--- config.mk ---
export PLATFORM = sky130hd
export DESIGN_NAME = alu_operand_loader
export DESIGN_NICKNAME = d
export VERILOG_FILES = /design/src/rtl/alu_operand_loader.sv
export SDC_FILE = /design/constraint.sdc
export NUM_CORES = 1
export LEC_CHECK = 0
export CORE_UTILIZATION = 50
export CTS_BUF_LIST = sky130_fd_sc_hd__clkbuf_8
export DETAILED_ROUTE_END_ITERATION = 12
export PLACE_DENSITY_LB_ADDON = 0.3
export SLEW_MARGIN = 20
export SYNTH_ARGS = -nofsm -noshare
export SYNTH_HDL_FRONTEND = slang
export SYNTH_SLANG_ARGS = --single-unit
--- constraint.sdc ---
create_clock -name CLOCK_50 -period 4.9 [get_ports CLOCK_50]
set_clock_uncertainty 0.1 [all_clocks]
set_input_delay 1.225 -clock CLOCK_50 [delete_from_list [all_inputs] [get_ports CLOCK_50]]
set_output_delay 1.225 -clock CLOCK_50 [all_outputs]
set_load 0.005 [all_outputs]
--- src/rtl/alu_operand_loader.sv ---
// Front-panel conditioner: synchronises and debounces KEY, turns presses into one-cycle events,
// and commits ALU operands/opcode from SW. Optional macro OPERAND_SIGN_EXT_EN enables sign-extended fill.
module alu_operand_loader #(
  parameter int unsigned DEBOUNCE_CYCLES = 500000,
  parameter int unsigned DATA_W          = 32
) (
  input  logic              CLOCK_50,
  input  logic              RST,
  input  logic [17:0]       SW,
  input  logic [3:0]        KEY,
  output logic [DATA_W-1:0] portA,
  output logic [DATA_W-1:0] portB,
  output logic [3:0]        aluOp,
  output logic              op_valid,
  output logic              ready,
  output logic [3:0]        key_pulse
);

  localparam int unsigned CNT_W  = $clog2(DEBOUNCE_CYCLES);
  localparam int unsigned HALF_W = 16;
  localparam int unsigned FILL_W = DATA_W - HALF_W;
  localparam int unsigned N_KEYS = 4;

  typedef enum logic [1:0] {
    EMPTY,
    PARTIAL,
    READY
  } state_t;

  state_t             state, state_d;
  logic [3:0]         k_s1, k_s2;
  logic [3:0]         stable, stable_d;
  logic [CNT_W-1:0]   cnt   [N_KEYS];
  logic [CNT_W-1:0]   cnt_d [N_KEYS];
  logic [3:0]         pulse_d;
  logic               flag_a, flag_b, flag_op;
  logic               flag_a_d, flag_b_d, flag_op_d;
  logic [DATA_W-1:0]  port_a_d, port_b_d;
  logic [3:0]         alu_op_d;
  logic               op_valid_d, ready_d;
  logic [FILL_W-1:0]  fill;
  logic [DATA_W-1:0]  operand;

  // Upper-half fill for operand loads
  always_comb begin
    fill = '0;
`ifdef OPERAND_SIGN_EXT_EN
    if (SW[16]) fill = {FILL_W{SW[15]}};
`else
    if (SW[16]) fill = '1;
`endif
    operand = {fill, SW[15:0]};
  end

  // Per-key debounce: a level change is accepted after DEBOUNCE_CYCLES consecutive differing samples
  always_comb begin
    stable_d = stable;
    pulse_d  = '0;
    for (int i = 0; i < int'(N_KEYS); i++) begin
      cnt_d[i] = '0;
      if (k_s2[i] != stable[i]) begin
        if (cnt[i] == CNT_W'(DEBOUNCE_CYCLES - 1)) begin
          stable_d[i] = k_s2[i];
          pulse_d[i]  = ~k_s2[i];
        end else begin
          cnt_d[i] = cnt[i] + CNT_W'(1);
        end
      end
    end
  end

  // Event decode (clear > load operand > load opcode > execute) and flag-driven state
  always_comb begin
    port_a_d   = portA;
    port_b_d   = portB;
    alu_op_d   = aluOp;
    flag_a_d   = flag_a;
    flag_b_d   = flag_b;
    flag_op_d  = flag_op;
    op_valid_d = 1'b0;
    state_d    = state;

    if (key_pulse[3]) begin
      port_a_d  = '0;
      port_b_d  = '0;
      alu_op_d  = '0;
      flag_a_d  = 1'b0;
      flag_b_d  = 1'b0;
      flag_op_d = 1'b0;
    end else if (key_pulse[0]) begin
      if (SW[17]) begin
        port_b_d = operand;
        flag_b_d = 1'b1;
      end else begin
        port_a_d = operand;
        flag_a_d = 1'b1;
      end
    end else if (key_pulse[1]) begin
      alu_op_d  = SW[3:0];
      flag_op_d = 1'b1;
    end else if (key_pulse[2]) begin
      op_valid_d = (state == READY);
    end

    case ({flag_a_d, flag_b_d, flag_op_d})
      3'b000:  state_d = EMPTY;
      3'b111:  state_d = READY;
      default: state_d = PARTIAL;
    endcase
    ready_d = (state_d == READY);
  end

  always_ff @(posedge CLOCK_50) begin
    if (RST) begin
      k_s1      <= '1;
      k_s2      <= '1;
      stable    <= '1;
      for (int i = 0; i < int'(N_KEYS); i++) cnt[i] <= '0;
      key_pulse <= '0;
      portA     <= '0;
      portB     <= '0;
      aluOp     <= '0;
      flag_a    <= 1'b0;
      flag_b    <= 1'b0;
      flag_op   <= 1'b0;
      op_valid  <= 1'b0;
      ready     <= 1'b0;
      state     <= EMPTY;
    end else begin
      k_s1      <= KEY;
      k_s2      <= k_s1;
      stable    <= stable_d;
      for (int i = 0; i < int'(N_KEYS); i++) cnt[i] <= cnt_d[i];
      key_pulse <= pulse_d;
      portA     <= port_a_d;
      portB     <= port_b_d;
      aluOp     <= alu_op_d;
      flag_a    <= flag_a_d;
      flag_b    <= flag_b_d;
      flag_op   <= flag_op_d;
      op_valid  <= op_valid_d;
      ready     <= ready_d;
      state     <= state_d;
    end
  end

endmodule

==> results of run 1 <==
==> synthesized netlist by cell type, types with 10 or more instances <==
master,instances
sky130_fd_sc_hd__inv_1,13
sky130_fd_sc_hd__nor2_1,66
sky130_fd_sc_hd__nand4_1,18
sky130_fd_sc_hd__clkbuf_1,17
sky130_fd_sc_hd__o21ai_0,12
sky130_fd_sc_hd__nand2_1,93
sky130_fd_sc_hd__buf_4,35
sky130_fd_sc_hd__xor2_1,21
sky130_fd_sc_hd__or3_1,14
sky130_fd_sc_hd__nand3_1,28
sky130_fd_sc_hd__or2_2,12
sky130_fd_sc_hd__a21oi_1,57
sky130_fd_sc_hd__or4_1,11
sky130_fd_sc_hd__dfxtp_1,136
sky130_fd_sc_hd__xnor2_1,30
sky130_fd_sc_hd__nor4_1,10
==> state kept, by name, summed over array words and instances, names as in the netlist <==
name,flops
cnt,76
portA,17
portB,17
aluOp,4
k_s1,4
k_s2,4
key_pulse,4
stable,4
flag_a,1
flag_b,1
flag_op,1
op_valid,1
ready,1
state,1
==> power by group through the flow <==
stage,Combinational [mW],Sequential (mW),Clock [mW]
finish,0.0425,1.11,1.03
CTS,0.0426,1.11,1.05
global route,0.0463,1.11,1.10
floorplan,0.0186,1.14,0
detailed placement,0.0421,1.14,0
global placement,0.0416,1.14,0
==> final cells by class <==
type	count	area (um^2)
fillers	912	4043
well taps	140	175.2
flip-flops and latches	136	2723
clock buffers	17	234.0
inverters	13	48.80
repair buffers	99	985.9
multi-input cells	452	2608
clock inverters	15	214.0
==> per-layer routing <==
metal / global-route usage / vias up / part of all wire
li1: - / 2362 / -
met1: 0.2501 / 2201 / 0.46
met2: 0.3527 / 115 / 0.48
met3: 0.05750 / 10 / 0.059
met4: 0.07048 / 0 / 0.0074
met5: 0 / - / 0
==> worst max path at each step <==
| stage | startpoint | end | slack [ps] | cells past startpoint |
|---|---|---|---|---|
| finish | portA[30] | portA[27] | 1920 | 1 |
| global route | portA[30] | portA[25] | 1790 | 1 |
| CTS | portA[30] | portA[27] | 1880 | 1 |
| detailed placement | RST | ready | 1820 | 5 |
| global placement | RST | ready | 1870 | 5 |
| floorplan | RST | portA[10] | 2610 | 5 |
==> kinds of logic (layout without fill, tap and decap cells) <==
logic type                 after synthesis  after routing
and+or+nand+nor                        304            304
AOI/OAI and AO/OA                       89             89
DFF                                    136            136
adders and majority gates                4              4
xor gates and xnor gates                51             51
muxes                                    4              4
buffers and inverters                   74            144
==> per-stage QoR <==
step / setup WS, ps / power, mW
5_1_grt: 1792 / 2.259
6_report: 1925 / 2.179
2_1_floorplan: 2613 / 1.155
3_3_place_gp: 1869 / 1.178
4_1_cts: 1876 / 2.199
3_5_place_dp: 1825 / 1.179
==> results, run 1 <==
- The count of buffer and inverter cells on the critical path is 1.
- The estimated wirelength of the detail-placed design is about 8.1 mm.
- The number of cells after detailed placement is 840.
- The library cell occupying the most area in the post-synthesis netlist is sky130_fd_sc_hd__dfxtp_1.
- The first-pass GRT wire length is a little under 20 mm.
- Counting instances, the worst hold path has a depth of 1.
- Headroom to the max-slew limit came out at 0.5133.
- The worst setup path is captured at a primary output.
- The run finished with clean final reports.
- Counting the buffers created by CTS gives 17.
- Once placement finished, the instance area stood at roughly 6500 um^2.
- The portion of synthesized area spent on multiplexers is 0.006941.
- The max-capacitance violation count is 0.
- The clock passes through at most 2 buffers.
- The detail route stage leaves a number of antenna-violating nets equal to 0.
- The post-route fraction of the period consumed by the critical path is 0.6072.
- The slack of the worst reg-to-reg path is around 2700 ps.
- Summed over all nets, the switching power comes to about 0.48 mW.
- The worst hold path terminates at k_s2[3].
- The via count is 4688.
- The worst stage delay on the critical path is a little over 600 ps.
- Clock tree synthesis selected as its root buffer the cell sky130_fd_sc_hd__clkbuf_8.
- At the end of routability-driven placement, the weighted congestion stood at 0.8199.
- The class of the tightest hold or removal check is reg2reg.
- The library cells used most frequently in the layout, excluding fill and tap cells, are sky130_fd_sc_hd__dfxtp_1 (136), sky130_fd_sc_hd__clkdlybuf4s50_1 (97), sky130_fd_sc_hd__nand2_1 (93).
- The category of the worst setup path launch point is a register.
- The synthesized netlist net count is 690.
- The share of total power dissipated in sequential elements is 0.510.
- The clock-pin transition on the worst setup and hold timing paths is approximately 80 ps.
- The leakage power total is between 2 and 2.5 nW.
- The fraction of final layout cells sized beyond drive strength 1 is 0.07377.
- The number of antenna violations at the first check in global routing is 0.
- In this run the number of H-tree levels came out at 4.
- TritonCTS built the clock tree.
- Counting flops with a built-in enable in the synthesized netlist gives 0.
- The number of gates resized after cts is 0.
- The max-slew violation total from the final report is 0.
- The share of synthesized cell area in and, or, nand and nor gates is 0.2714.
- The commonest non-fill, non-tap cell in the layout is sky130_fd_sc_hd__dfxtp_1.
- The wire length after detailed routing is roughly 12 mm.
- Data on the critical path is required at its endpoint by roughly 3600 ps.
- The number of diodes added for antenna fixing is 0.
- The via count of the first global-routing pass was around 4400.
- The count of unique library cells instantiated by Yosys is 39.
- Of the post-synthesis cell area, the dominant cell type holds 0.4720.
- The transition time at the pin with the least slew margin is roughly 730 ps.
- The peak clock frequency supported by timing is 336.1 MHz.
- A synthesized cell averages approximately 8.7 um^2.
- The share of total power dissipated in combinational logic is 0.019.
- The net switching share of the total power is 0.2212.
- Hold repair after CTS inserted 0 buffers.
- The number of standard-cell rows in the floorplan is 38.
- The final standard cell area without fillers is approximately 7000 um^2.
- The chip width is about 110 um.
- The internal power consumption is about 1.7 mW.
- In the final design database the tool counted 747 nets.
- The final-layout worst hold slack is 315.6 ps.
- For this design, the sink count on the clock tree is ~140.
- The worst reg2reg path depth is 4.
- The worst path in the final design needs a cycle of a little under 3000 ps, including I/O delays and setup.
- The netlist area before placement is slightly below 6000 um^2.
- Of all flip-flops after synthesis, the portion carrying an async set or reset was 0.
- Of the total synthesized cell area, the portion taken by full adders, half adders and majority gates is 0.008677.
- After clock tree synthesis, the setup repair step added 0 buffers.
- The worst setup path is of the reg2out kind.
- After detailed routing, the number of remaining DRC violations is 0.
- The slowest cell on the critical path is sky130_fd_sc_hd__dfxtp_1.
- Setup violations remaining at the end of the flow were counted as 0.
- Setup repair after global routing left no endpoint under its margin.
- The number of endpoints with negative hold slack in the final report is 0.
- The share of total power in the clock network is 0.471.
- The first-pass iteration count of the detailed router is 4.
- Entering global routing, the biggest net connects 41 pins.
- The endpoint identified for the worst register-to-register timing path is cnt[0][7].
- The height of the chip is ~110 um.
- Yosys attributes the largest share of cell area to sky130_fd_sc_hd__dfxtp_1 (47%), sky130_fd_sc_hd__nand2_1 (6.1%), sky130_fd_sc_hd__a21oi_1 (4.9%).
- The total grt overflow is 0.
- Synthesis inferred approximately 140 register bits.
- The die covers 11970 um^2.
- Summed over all failing endpoints, the final setup total negative slack is 0 ps.
- Among cell families on the critical path, the largest total delay comes from flip-flops.
- The launch instance of the worst register-to-register path is cnt[0][8].
- For this configuration, the core starts out at a cell density of 0.5229.
- Data arrives at the worst endpoint at between 1500 and 2000 ps.
- The area growth from synthesis to layout is 21.15%.
- During I/O placement, the number of pins put on the boundary was slightly below 100.
- The number of instances in the synthesized netlist is 662.
- In this run the standard cell core region covers around 11000 um^2.
- The dominant combinational cell family by area after synthesis is simple AND/OR/NAND/NOR gates.
- Of the total synthesized cell area, the portion taken by XOR and XNOR cells is 0.07744.
- The detailed router finished its first iteration with 167 violations.
- The signal on the critical path passes through clkdlybuf4s50_1.
- The count of yosys warnings during synthesis is 0.
- VDD sags by at most between 150 and 200 uV.
- The global routing usage summed across all routing layers is 0.2068.
- For this run, the register share of the synthesized area comes to 0.4720.
- The post-detailed-route via-to-cell ratio is 5.376.
- The power density over cell area is between 300 and 400 nW/um^2.
- After the flow finishes, the layout carries non-filler instances totaling 872.
- The clock reaches the later pin of the worst-skew pair after 430 ps.
- Of all nets on the critical path, the largest fanout is 17.
- The number of buffer cells added on primary ports is between 90 and 100.
- The share of the synthesized area in compound gates (AO/OA/AOI/OAI) is 0.08764.
- In the final routed layout, each cell accounts on average for 13.41 um.
- The hold path startpoint is k_s1[3].
- For this run, the leading register cell type out of synthesis is sky130_fd_sc_hd__dfxtp_1.
- The share of the core filled with cells in the final layout is 0.6335.
No activity file was read; power rests on OpenSTA's default activity.
==> run 2: changes to the inputs <==
clock period = 2.38 ns   (was 4.9 ns; I/O delays follow)
==> results, run 2 (synthesis results as in run 1) <==
- For the worst-skew pair, the clock arrives at the later sink with an insertion delay of between 400 and 500 ps.
- The post-detailed-route via-to-cell ratio is about 5.3.
- The number of nets in the finished design is ~760.
- The final RePlAce weighted congestion is a little under 0.9.
- The wire-length estimate of the detail-placed layout is around 8.5 mm.
- The number of hold buffers added after CTS is 0.
- For this run, the slowest stage of the critical path takes roughly 570 ps.
- From left edge to right edge, the die measures around 110 um.
- Walking the worst path, the cells encountered are or4_1, nor4_2, a211o_1, nor2_1.
- After filler insertion, the fill cell instance count of the layout stands at roughly 940.
- The H-tree depth is 4.
- In this run the tightest slew margin relative to its limit is 0.6016.
- The die covers approximately 12000 um^2.
- The TritonCTS clock tree is built.
- The flow ran to the end, and the final reports show no timing, DRC or antenna violations.
- Input and output buffers added on the ports amount to 97.
- The number of antenna violations at the first check in global routing is 0.
- In this run the critical register-to-register path is captured at cnt[3][10].
- The first-pass GRT wire length is 19.49 mm.
- The register with the most flip-flops in the layout has 76 of them.
- The worst setup path is launched from a register.
- The biggest fanout along the worst timing path is 19.
- The tightest min-delay check is of the reg2reg type.
- The tool flagged a number of max-cap violations equal to 0.
- The global routing usage summed across all routing layers is 0.2077.
- 0 antenna diodes ended up in the layout.
- The fraction of final layout cells sized beyond drive strength 1 is 0.08119.
- The largest net degree at the start of global routing is 39.
- The initial standard-cell utilization of the core is 0.5229.
- The area of the core region is 11030 um^2.
- The total grt overflow is 0.
- The critical setup path kind is reg2reg.
- In the final routed layout, each cell accounts on average for 13.50 um.
- The largest registers in the layout are cnt (76), portA (17), portB (17).
- The number of design rule violations left after detail routing is 0.
- The routed layout has about 4600 vias.
- The commonest non-fill, non-tap cell in the layout is sky130_fd_sc_hd__dfxtp_1.
- The number of endpoints with negative hold slack in the final report came to 0.
- At the worst endpoint, the required time is around 2600 ps.
- The count of endpoints failing setup in the final report is 0.
- Setup repair after global routing left no endpoint under its margin.
- STA puts the critical path data arrival time at ~2400 ps.
- The number of standard-cell rows in the floorplan is 38.
- The height of the chip is approximately 110 um.
- The leakage power total is roughly 2.2 nW.
- Among all stages on the critical path, the largest delay is contributed by sky130_fd_sc_hd__a211o_1.
- Based on the critical path, the design can be clocked at up to ~460 MHz.
- The transition time at the pin with the least slew margin is 597.6 ps.
- The clock-pin transition on the worst setup and hold timing paths is approximately 70 ps.
- In this run the critical register-to-register path is launched from cnt[3][11].
- Adding up every negative setup slack in the final design gives 0 ps.
- The longest clock path from root to sink contains 2 buffers.
- The first-pass iteration count of the detailed router is 4.
- The critical path contains buffers and inverters numbering 0 combined.
- The max-slew violation total from the final report is 0.
- The first routing iteration left approximately 250 violations.
- The largest register by flop count is cnt.
- The power density over cell area is 622.0 nW/um^2.
- The remaining antenna violation count after routing is 0.
- The instance count along the most critical hold path is 1.
- The end point of the most critical hold path is k_s2[1].
- The worst setup path is captured at a register.
- The via count of the first global-routing pass is between 4000 and 5000.
- For this design, the sink count on the clock tree is approximately 140.
- The worst path needs about 2200 ps of the cycle, external delays included.
- The share of the core filled with cells in the final layout is 0.6369.
- The clock root buffer master is sky130_fd_sc_hd__clkbuf_8.
- Pin placement for this block handled 98 I/O pins.
- In this design, the largest share of critical-path delay is due to simple AND/OR/NAND/NOR gates.
- The hold path startpoint is k_s1[1].
- The pre-CTS setup slack is roughly 150 ps.
- The top cell types in the final layout, fill and taps aside, are sky130_fd_sc_hd__dfxtp_1 (134), sky130_fd_sc_hd__clkdlybuf4s50_1 (97), sky130_fd_sc_hd__nand2_1 (93).
- The setup check on the worst reg-to-reg path leaves a slack of about 200 ps.
- The final worst setup slack is 199.5 ps.
- The post-route fraction of the period consumed by the critical path is 0.9162.
- The area growth from synthesis to layout is 21.80%.
- The worst voltage drop across the vdd grid is ~480 uV.
- In this run, CTS created clock tree buffers numbering 17.
- The wire length after detailed routing is around 12 mm.
- The worst reg2reg path depth is 4.
run 2: cell count changes in the layout (fill, tap and decap cells not counted):
cell	before	now
sky130_fd_sc_hd__a211o_1	7	6
sky130_fd_sc_hd__dfxtp_2	0	2
sky130_fd_sc_hd__inv_6	7	0
sky130_fd_sc_hd__clkinv_4	2	0
sky130_fd_sc_hd__buf_4	2	10
sky130_fd_sc_hd__clkinv_2	0	2
sky130_fd_sc_hd__dfxtp_1	136	134
sky130_fd_sc_hd__inv_1	13	17
sky130_fd_sc_hd__clkbuf_8	17	19
sky130_fd_sc_hd__a211o_2	0	1
run 2: cell type report:
class | instances | area, um^2 | area share
Sequential cell | 136 | 2725 | 0.3879
Multi-Input combinational cell | 452 | 2609 | 0.3713
Timing Repair Buffer | 107 | 1046 | 0.1489
Clock buffer | 19 | 261.5 | 0.03722
Tap cell | 140 | 175.2 | 0.02493
Clock inverter | 12 | 160.2 | 0.02280
Inverter | 13 | 48.80 | 0.006946
run 2: stage by stage:
stage / instances / total power [mW] / instance area (um^2) / hold WS (ps)
5_1_grt: 879 / 4.529 / 7025 / 313.1
3_5_place_dp: 848 / 2.427 / 6600 / 295.1
2_1_floorplan: 662 / 2.377 / 5768 / 289.5
3_3_place_gp: 848 / 2.425 / 6600 / 291.4
6_report: 879 / 4.370 / 7025 / 309.6
4_1_cts: 879 / 4.421 / 7023 / 310.3
run 2: worst reg2reg max path, cell delays in order, from the launching register on:
cell                      delay, ps
sky130_fd_sc_hd__dfxtp_1        360
sky130_fd_sc_hd__or4_1          570
sky130_fd_sc_hd__nor4_2         330
sky130_fd_sc_hd__a211o_1        570
sky130_fd_sc_hd__nor2_1         130
run 2: worst max path at each step:
stage	from	to	slack, ps	cells past startpoint
2_1_floorplan	cnt[2][0]	cnt[2][16]	520	6
3_3_place_gp	RST	cnt[2][11]	180	5
3_5_place_dp	RST	cnt[2][7]	150	5
4_1_cts	portB[30]	portB[21]	10	1
5_1_grt	cnt[1][9]	cnt[1][2]	60	4
6_report	cnt[3][11]	cnt[3][10]	200	4
run 2: layer usage:
layer / share of wire / vias to the layer above / GRT usage
met5: 0 / - / 0
met4: 0.017 / 0 / 0.08571
met3: 0.061 / 17 / 0.06046
met2: 0.47 / 130 / 0.3473
met1: 0.45 / 2128 / 0.2494
li1: - / 2374 / -
run 2: where the power goes:
| group | total (mW) | switching, mW | internal (mW) |
|---|---|---|---|
| sequential | 2.29 | 0.00503 | 2.28 |
| combinational | 0.0866 | 0.0409 | 0.0457 |
| clock | 2.00 | 0.823 | 1.17 |
run 2: what timing repair did:
| action | in CTS | in global routing |
|---|---|---|
| cloned | 0 | 0 |
| resized for setup | 1 | 2 |
| endpoints found under the hold margin | 0 | 0 |
| setup endpoints to repair | 10 | 17 |
| buffers inserted | 0 | 0 |
==> RTL change, RTL diff (config.mk and constraints of run 2) <==
The option `OPERAND_SIGN_EXT_EN` is turned on by a define.
--- a/src/rtl/alu_operand_loader.sv
+++ b/src/rtl/alu_operand_loader.sv
@@ -1,4 +1,6 @@
 // Front-panel conditioner: synchronises and debounces KEY, turns presses into one-cycle events,
 // and commits ALU operands/opcode from SW. Optional macro OPERAND_SIGN_EXT_EN enables sign-extended fill.
+`define OPERAND_SIGN_EXT_EN
+
 module alu_operand_loader #(
   parameter int unsigned DEBOUNCE_CYCLES = 500000,
Behaviour: no difference found for any inputs over 10 cycles, from zero or initial values and one cycle with RST high; that may be too few to reach the edited logic, so the function may still have changed.
==> RTL change against run 2 <==
Total power decreased by 7.0%; critical endpoint is now portA[16]; cell area hardly changed; wire length grew 0.46%; fmax grew 1.1%; via count grew 2.8%; highest routed layer unchanged; area after synthesis grew 0.69%; non-clock buffer count up 2; setup slack gained 0.025 ns; sequential cell count unchanged.
==> RTL change: results (changes against run 2) <==
- Cell with the largest stage delay on the worst path: sky130_fd_sc_hd__clkdlybuf4s50_1
- Gate power share: 0.023 (+0.003)
- Most used DFF post-synth: sky130_fd_sc_hd__dfxtp_1
- Number of antenna violations at the first check in global routing: 0 (unchanged)
- Layout cells sized above 1: 0.0893 (+0.00814)
- Worst slack at placement: 0.225 ns (+0.0793 ns)
- Placed wire-length estimate: 8.57 mm (+0.98%)
- Buffers inserted during post-CTS setup optimization: 0 (unchanged)
- Switching part of the total: 0.220 (+0.0215)
- CTS Buf Count: 17 (unchanged)
- Number of cells in the design after placement: 859 (+1.3%)
- Routability congestion estimate from global placement: 0.843 (-4.1%)
- Design Area, Final: 0.00703 sq mm (about the same)
- Net count after synthesis: 702 (+1.7%)
- Top post-synthesis cells by area: sky130_fd_sc_hd__dfxtp_1 (47%), sky130_fd_sc_hd__nand2_1 (6.1%), sky130_fd_sc_hd__a21oi_1 (4.9%)
- Total of fill cells in the finished design: 944 (+0.21%)
- Maximum VDD drop: 0.385 mV (-19%)
- Clock root buffer: sky130_fd_sc_hd__clkbuf_8
- H-tree level count: 4 (unchanged)
- Leakage power summed over all cells: 2.25 nW (+0.51%)
- Count of cells resized by post-cts repair: 1 (unchanged)
- Seq/Total Area, Yosys: 0.469 (-0.00325)
- Max-slew headroom at the worst pin: 0.468 (-0.133)
- Reported net switching power: 0.000896 W (+3.1%)
- First-pass GRT wire length: 19.3 mm (-0.74%)
- Area after DPL: 0.00667 sq mm (+1.0%)
- Number of unique standard cell types used by synthesis: 47 (+21%)
- Highest cell delay on the worst timing path: 0.56 ns
- Via count of the first global-routing pass: 4375 (+1.6%)
- Async set-or-reset flop fraction in the synthesized netlist: 0 (unchanged)
- # port buffers: 97 (unchanged)
- Maximum root-to-sink buffer count: 2 (unchanged)
- Number of nets at the end of the flow: 766 (+1.5%)
- All-Layer GR Usage: 0.202 (-0.00547)
- Result of the run: complete, no violations
- Total detailed-routing wirelength: 11.9 mm (+0.46%)
- Initial drt markers: 240 (-3.6%)
- Average wire per standard cell: 13.4 um (-0.78%)
- Leading cell types by count after synthesis: sky130_fd_sc_hd__dfxtp_1 (136), sky130_fd_sc_hd__nand2_1 (95), sky130_fd_sc_hd__nor2_1 (66)
- Type of the worst min-delay path: flop to flop
- 1st-pass router iterations: 5 (+1)
- Crit-path max FO: 17 (-2)
- Via count: 4778 (+2.8%)
- Number of standard cells after synthesis: 674 (+1.8%)
- Arrival @ worst endpoint: 1.46 ns (-0.91 ns)
- Top cell family by delay on the critical path: buffers and inverters
- Maximum number of pins on one net before global-route repair: 23 (-41%)
- Flip-flop count of the largest register, all copies and words added: 76 (unchanged)
RTL change: cell types whose count changed after synthesis, moves of 4 or more:
cell                      change
sky130_fd_sc_hd__nand4_1      +6
sky130_fd_sc_hd__xor2_1       +6
sky130_fd_sc_hd__buf_2        +6
sky130_fd_sc_hd__or4_1        -4
sky130_fd_sc_hd__or4b_1       -4
sky130_fd_sc_hd__buf_4        -4
sky130_fd_sc_hd__o21ai_0      +5
sky130_fd_sc_hd__xnor2_1      -7
RTL change: worst paths after layout:
path,start,end,slack (ns),depth (start not counted)
min,k_s1[3]$_SDFF_PP1_,k_s2[3]$_SDFF_PP1_,0.31,1
max,portA[30]$_SDFFE_PP0P_,portA[16],0.22,1
max reg2reg,cnt[3][8]$_SDFF_PP0_,cnt[3][12]$_SDFF_PP0_,0.23,4
min reg2reg,k_s1[3]$_SDFF_PP1_,k_s2[3]$_SDFF_PP1_,0.31,1
RTL change: cell type report:
| type | instances | share of cell area |
|---|---|---|
| clock buffer | 18 | 0.0353 |
| timing repair buffer | 109 | 0.153 |
| clock inverter | 13 | 0.0157 |
| sequential | 136 | 0.388 |
| tap | 140 | 0.0249 |
| multi-input combinational | 463 | 0.378 |
| inverter | 11 | 0.00588 |
RTL change: kinds of logic (layout without fill, tap and decap cells):
family | Yosys count | after routing | synth area share
muxes | 4 | 4 | 0.00689
and+or+nand+nor | 314 | 314 | 0.277
adders and majority gates | 4 | 4 | 0.00862
AOI/OAI and AO/OA | 91 | 91 | 0.0888
xor gates and xnor gates | 50 | 50 | 0.0754
buffers and inverters | 75 | 151 | 0.0743
DFF | 136 | 136 | 0.469
RTL change: routing by layer:
layer	global-route usage	vias up	routed length, um
li1	-	2415	-
met1	0.248	2210	5250
met2	0.342	141	5820
met3	0.0474	12	726
met4	0.0781	0	129
met5	0	-	0
